==> config.mk <==
export PLATFORM = sky130hd
export DESIGN_NAME = div_seq
export DESIGN_NICKNAME = d
export VERILOG_FILES = /design/src/rtl/div_seq.sv
export SDC_FILE = /design/constraint.sdc
export NUM_CORES = 1
export LEC_CHECK = 0
export BUFFER_PORTS_ARGS = -buffer_cell sky130_fd_sc_hd__buf_2
export CAP_MARGIN = 20
export CORE_MARGIN = 5
export CORE_UTILIZATION = 55
export DETAILED_ROUTE_END_ITERATION = 8
export GPL_ROUTABILITY_DRIVEN = 0
export GPL_TIMING_DRIVEN = 0
export PLACE_DENSITY = 0.72
export SLEW_MARGIN = 20
export SYNTH_ARGS = -nofsm -noshare
export SYNTH_HDL_FRONTEND = slang
export SYNTH_SLANG_ARGS = --single-unit
==> constraint.sdc <==
create_clock -name Clock -period 4.2 [get_ports Clock]
set_input_delay 0 -clock Clock [delete_from_list [all_inputs] [get_ports Clock]]
set_output_delay 0 -clock Clock [all_outputs]
set_load 0.05 [all_outputs]
==> src/rtl/div_seq.sv <==
// ---------------------------------------------------------------------------
// div_seq : multi-cycle restoring integer divider for the MIPS datapath.
//
// Companion of the sequential Booth multiplier and uses the same start/stop
// handshake. A start pulse in IDLE captures the operands. One quotient bit is
// produced per clock on the operand magnitudes. A final FIX cycle restores
// the signs and writes quotient -> w_DIVLO and remainder -> w_DIVHI.
//
// Ports:
//   Clock          system clock, rising edge
//   Reset          synchronous, active-high reset
//   w_DivStart     one-cycle start request, only honoured in IDLE
//   w_DivUnsigned  (DIV_UNSIGNED_EN only) treat operands as unsigned (DIVU)
//   w_A            dividend (rs), sampled at start
//   w_B            divisor (rt), sampled at start
//   w_DivStop      one-cycle completion pulse
//   w_DIVHI        remainder, held until next completion or reset
//   w_DIVLO        quotient, held until next completion or reset
//   w_DivZero      divisor was zero; valid together with w_DivStop
//
// Configuration macro: DIV_UNSIGNED_EN adds the w_DivUnsigned port and the
// DIVU path. Leave it undefined for a signed-only divider.
// ---------------------------------------------------------------------------
module div_seq #(
   parameter int WIDTH = 32
) (
   input  logic             Clock,
   input  logic             Reset,
   input  logic             w_DivStart,
`ifdef DIV_UNSIGNED_EN
   input  logic             w_DivUnsigned,
`endif
   input  logic [WIDTH-1:0] w_A,
   input  logic [WIDTH-1:0] w_B,
   output logic             w_DivStop,
   output logic [WIDTH-1:0] w_DIVHI,
   output logic [WIDTH-1:0] w_DIVLO,
   output logic             w_DivZero
);

   localparam int CNT_W = $clog2(WIDTH);

   typedef enum logic [1:0] {IDLE, CALC, FIX, DONE} state_t;

   state_t             state_q;
   logic [CNT_W-1:0]   cnt_q;
   logic [WIDTH-1:0]   quo_q;
   logic [WIDTH-1:0]   divisor_q;
   logic [WIDTH-1:0]   rem_q;
   logic               signA_q;
   logic               signB_q;
   logic               zeroPend_q;
   logic [WIDTH-1:0]   hi_q;
   logic [WIDTH-1:0]   lo_q;
   logic               stop_q;
   logic               zero_q;

   logic               aNeg;
   logic               bNeg;
   logic [WIDTH-1:0]   aMag;
   logic [WIDTH-1:0]   bMag;
   logic [WIDTH:0]     remShift;
   logic [WIDTH:0]     remDiff;
   logic               takeBit;
   logic [WIDTH-1:0]   rem_d;
   logic [WIDTH-1:0]   quo_d;

   // Operand conditioning at start. The magnitude of the most negative value
   // wraps back onto itself, which is exactly the right unsigned magnitude.
   // In DIVU mode the sign flags are forced low so the operands pass through.
   always_comb begin
`ifdef DIV_UNSIGNED_EN
      aNeg = w_A[WIDTH-1] & ~w_DivUnsigned;
      bNeg = w_B[WIDTH-1] & ~w_DivUnsigned;
`else
      aNeg = w_A[WIDTH-1];
      bNeg = w_B[WIDTH-1];
`endif
      aMag = aNeg ? (~w_A + 1'b1) : w_A;
      bMag = bNeg ? (~w_B + 1'b1) : w_B;
   end

   // One restoring step. The shifted partial remainder needs WIDTH+1 bits
   // because it can reach almost twice the divisor. The top bit of the trial
   // difference acts as the borrow: clear means remainder >= divisor.
   always_comb begin
      remShift = {rem_q, quo_q[WIDTH-1]};
      remDiff  = remShift - {1'b0, divisor_q};
      takeBit  = ~remDiff[WIDTH];
      rem_d    = takeBit ? remDiff[WIDTH-1:0] : remShift[WIDTH-1:0];
      quo_d    = {quo_q[WIDTH-2:0], takeBit};
   end

   // Control FSM and datapath registers. A zero divisor skips the iteration
   // and parks in DONE for one extra cycle, so the stop/zero pulse appears
   // one edge after the start was sampled.
   always_ff @(posedge Clock) begin
      if (Reset) begin
         state_q    <= IDLE;
         cnt_q      <= '0;
         quo_q      <= '0;
         divisor_q  <= '0;
         rem_q      <= '0;
         signA_q    <= 1'b0;
         signB_q    <= 1'b0;
         zeroPend_q <= 1'b0;
         hi_q       <= '0;
         lo_q       <= '0;
         stop_q     <= 1'b0;
         zero_q     <= 1'b0;
      end else begin
         case (state_q)
            IDLE: begin
               stop_q <= 1'b0;
               zero_q <= 1'b0;
               if (w_DivStart) begin
                  signA_q   <= aNeg;
                  signB_q   <= bNeg;
                  quo_q     <= aMag;
                  divisor_q <= bMag;
                  rem_q     <= '0;
                  cnt_q     <= CNT_W'(WIDTH - 1);
                  if (w_B == '0) begin
                     zeroPend_q <= 1'b1;
                     state_q    <= DONE;
                  end else begin
                     state_q    <= CALC;
                  end
               end
            end
            CALC: begin
               rem_q <= rem_d;
               quo_q <= quo_d;
               cnt_q <= cnt_q - CNT_W'(1);
               if (cnt_q == '0) begin
                  state_q <= FIX;
               end
            end
            FIX: begin
               lo_q    <= (signA_q ^ signB_q) ? (~quo_q + 1'b1) : quo_q;
               hi_q    <= signA_q ? (~rem_q + 1'b1) : rem_q;
               stop_q  <= 1'b1;
               zero_q  <= 1'b0;
               state_q <= DONE;
            end
            DONE: begin
               if (zeroPend_q) begin
                  stop_q     <= 1'b1;
                  zero_q     <= 1'b1;
                  zeroPend_q <= 1'b0;
               end else begin
                  stop_q  <= 1'b0;
                  zero_q  <= 1'b0;
                  state_q <= IDLE;
               end
            end
            default: begin
               state_q <= IDLE;
            end
         endcase
      end
   end

   assign w_DivStop = stop_q;
   assign w_DivZero = zero_q;
   assign w_DIVHI   = hi_q;
   assign w_DIVLO   = lo_q;

endmodule

==> results by group <==
Run status
  – Status: finished clean

Synth
  – Count leader, synth: nor2_1
  – Seq/Total Area, Yosys: 32.1%
  – Flops & latches, synth: 172
  – Ys flop type: dfxtp_1
  – Share of the synthesized area in the top cell type: 32.1%
  – Post-synth EDFFs: 0
  – Synthesized cell area: 10700 um^2
  – Syn. warnings: 0
  – Post-synth cell types: 70
  – Cells after Synth: 1347
  – Top cells by area, synth: dfxtp_1, xor2_1, a211oi_1
  – Synthesized area per cell: 7.96 um^2
  – Fraction of registers with async set/reset: 0%
  – Post-Synthesis Net Count: 1458
  – Yosys top cell by area: dfxtp_1
  – Post-synth top cells: nor2_1, dfxtp_1, nand2_1, xor2_1, a211oi_1

Power
  – Leak Pwr: 5.06 nW
  – Logic pwr share: 48.8%
  – Sequential cell fraction of total power: 30.8%
  – Share of total power in the clock network: 20.3%
  – Switching Share: 46.8%
  – Worst vdd ir: 0.000280 V
  – Internal power: 0.00426 W
  – Cell area power density: 637 nW/um^2
  – Switching power: 0.00376 W

Detailed routing
  – Final WL: 30.7 mm
  – WL met2: 12.9 mm
  – DR WL/cell: 17.1 um
  – Top Layer Used: met4
  – Antenna-violating nets left: 0
  – Vias: 10317
  – DRT Pass-1 Iters: 7
  – DRC errors left: 0
  – Metal-1 WL: 14.9 mm
  – Vias per cell: 5.73
  – Drt initial violations: 875
  – DR WL met3: 2.49 mm

Cells and area
  – Final instance area: 12600 um^2
  – # nets final: 1633
  – Fill count: 1738
  – Synth-to-layout area growth: 17.3%
  – Layout cells sized above 1: 13.1%
  – Finished Layout Cells: 1799
  – # diodes: 0

Global routing
  – Vias in the first global route: 9334
  – Global-route wire length before repair: 49.1 mm
  – GRT Residual Overflow: 0
  – Initial antenna violation count: 0
  – Largest net degree at the start of global routing: 17
  – Global router's overall resource usage: 27.4%

STA
  – Max frequency: 0.265 GHz
  – Setup tns final: 0 ns
  – Worst slew pin tran: 0.751 ns
  – Final setup fails: 0
  – Period utilisation layout: 89.9%
  – Hold Violations, Final: 0
  – Min Tclk post-route: 3.77 ns
  – Final worst slack: 0.426 ns
  – Worst Skew: 0.0159 ns
  – Slew margin rel.: 49.8%
  – Unrepaired setup endpoints after global routing: false
  – Slew Limit Fails: 0

CTS
  – CTS Buf Count: 17
  – CTS tree: built
  – Clk root buf: clkbuf_16
  – Setup repair bufs after CTS: 0
  – CTS sink cnt: 172
  – Clk Latency, worst-skew pair: 0.44 ns
  – Clock Tree Buf Depth: 2
  – CTS HTree Levels: 4
  – Worst-path clk slew: 0.07 ns

Floorplanning
  – Die area: 22400 um^2
  – # rows: 51
  – Num ports: 133
  – Die W: 150 um
  – Initial Util: 55.5%
  – Die height: 150 um
  – Core area: 19300 um^2

Place
  – Dpl ws: 0.166 ns
  – Placed Area: 11700 um^2
  – DP Wirelength: 23.5 mm
  – # port buffers: 131
  – Cell count after placement: 1743

Worst setup path
  – Crit Path Max Fanout: 6
  – CP top delay family: compound AO/OA/AOI/OAI gates
  – WP depth: 12
  – Reg2reg start: quo_q[31]$_SDFFE_PP0P_
  – R2R setup slack: 0.43 ns
  – Slowest stage delay, CP: 0.61 ns
  – Crit path buf inv count: 1
  – Critical path class: reg2reg
  – Critical Path End: rem_q[14]$_SDFFE_PP0P_
  – CP startpoint: quo_q[31]$_SDFFE_PP0P_
  – WP data arrival: 4.08 ns
  – Worst-path cell chain: inv_1 -> ha_1 -> fa_1 -> nand2b_1 -> a21oi_1 -> a21oi_1 -> o21ai_0 -> o21ai_1 -> a21oi_2 -> xor2_1 -> mux2i_1 -> o21ai_0
  – Slowest cell on the critical path: xor2_1
  – Crit path launch type: register
  – R2R Path End: rem_q[14]$_SDFFE_PP0P_
  – Worst reg2reg path depth: 12
  – CP required: 4.50 ns
  – CP endpoint kind: register

Worst hold path
  – Hold Crit Class: in2reg

Run
  – Max-cap viol count: 0
-- sequential cells by signal (all words and copies together) (netlist names), 2 cells and up --
register   cells
divisor_q     32
quo_q         32
rem_q         32
w_DIVHI       32
w_DIVLO       32
cnt_q          5
state_q        2
-- power by group through the flow --
stage          clock network (W)  logic, W  registers [W]
2_1_floorplan                  0   0.00221        0.00314
3_3_place_gp                   0   0.00379        0.00247
3_5_place_dp                   0   0.00383        0.00249
4_1_cts                  0.00164   0.00387        0.00246
5_1_grt                  0.00173   0.00428        0.00252
6_report                 0.00163   0.00392        0.00247
-- cells by family (layout without fill, tap and decap cells) --
kind of cell,after synthesis,count (layout),share of synthesized area (%)
adder cells (fa/ha/maj),44,44,5.20
AND/OR/NAND/NOR,452,452,19.5
multiplexers,18,18,1.69
flip-flops,172,172,32.1
XOR/XNOR,144,144,11.8
AO/OA/AOI/OAI,391,391,24.6
buffers and inverters,126,313,5.11
-- cells in the final DEF, fill, tap and decap left out, types with 7 or more instances in the layout --
| cell | instances |
|---|---|
| xnor2_1 | 28 |
| mux2i_1 | 16 |
| ha_1 | 43 |
| clkbuf_1 | 56 |
| nand2b_1 | 12 |
| nand3_1 | 8 |
| dfxtp_1 | 172 |
| clkbuf_16 | 17 |
| nor3_1 | 22 |
| nand2_1 | 131 |
| buf_2 | 132 |
| or4_1 | 12 |
| or3_1 | 16 |
| o41ai_1 | 19 |
| inv_1 | 52 |
| a21o_1 | 7 |
| nor4_1 | 11 |
| a211oi_1 | 98 |
| dlygate4sd3_1 | 25 |
| a21oi_1 | 80 |
| nor2b_1 | 7 |
| a221o_1 | 18 |
| o21ai_0 | 81 |
| nor2_1 | 196 |
| o21a_1 | 7 |
| o31ai_1 | 29 |
| xor2_1 | 116 |
-- worst register-to-register path: cells and delay by family, from the launching register on --
family / cells / cell delay [ns]
AOI/OAI and AO/OA: 6 / 1.54
adders and majority gates: 2 / 0.64
xor gates and xnor gates: 1 / 0.62
DFF: 1 / 0.34
muxes: 1 / 0.25
and+or+nand+nor: 1 / 0.18
buffers and inverters: 1 / 0.08
-- through the flow --
step	power [W]	hold slack (ns)	utilization [%]
after global routing	0.00853	0.0255	65.1
final	0.00802	0.00663	65.1
after detailed placement	0.00632	0.317	60.6
after floorplan	0.00534	0.133	-
after CTS	0.00796	0.00251	65.0
after global placement	0.00626	0.308	60.6
-- worst min path at each step --
stage	from	endpoint	slack (ns)	depth (start not counted)
final	w_B[4]	divisor_q[4]$_SDFFE_PP0P_	0.007	3
after floorplan	w_B[0]	divisor_q[0]$_SDFFE_PP0P_	0.13	2
after global placement	w_B[0]	divisor_q[0]$_SDFFE_PP0P_	0.31	3
after global routing	w_B[1]	divisor_q[1]$_SDFFE_PP0P_	0.03	3
after CTS	w_B[6]	divisor_q[6]$_SDFFE_PP0P_	0.003	3
after detailed placement	w_B[0]	divisor_q[0]$_SDFFE_PP0P_	0.32	3
-- area by class of cell --
class	count	area (um^2)	share of cell area (%)
Buffer	74	355	2.82
Clock buffer	18	439	3.49
Clock inverter	13	164	1.30
Inverter	52	195	1.55
Multi-Input combinational cell	1049	6750	53.6
Sequential cell	172	3440	27.4
Tap cell	265	332	2.64
Timing Repair Buffer	156	906	7.20
-- layer usage --
metal / track usage [%] / vias to the layer above
met2: 39.1 / 331
met1: 41.7 / 4753
li1: - / 5202
met5: 0 / -
met3: 5.84 / 31
met4: 7.41 / 0
-- timing repair --
item,4_1_cts,5_1_grt
endpoints found under the hold margin,24,0
hold buffers,25,0
setup endpoints to repair,0,21
resized for setup,0,7
No activity file was read; power rests on OpenSTA's default activity.
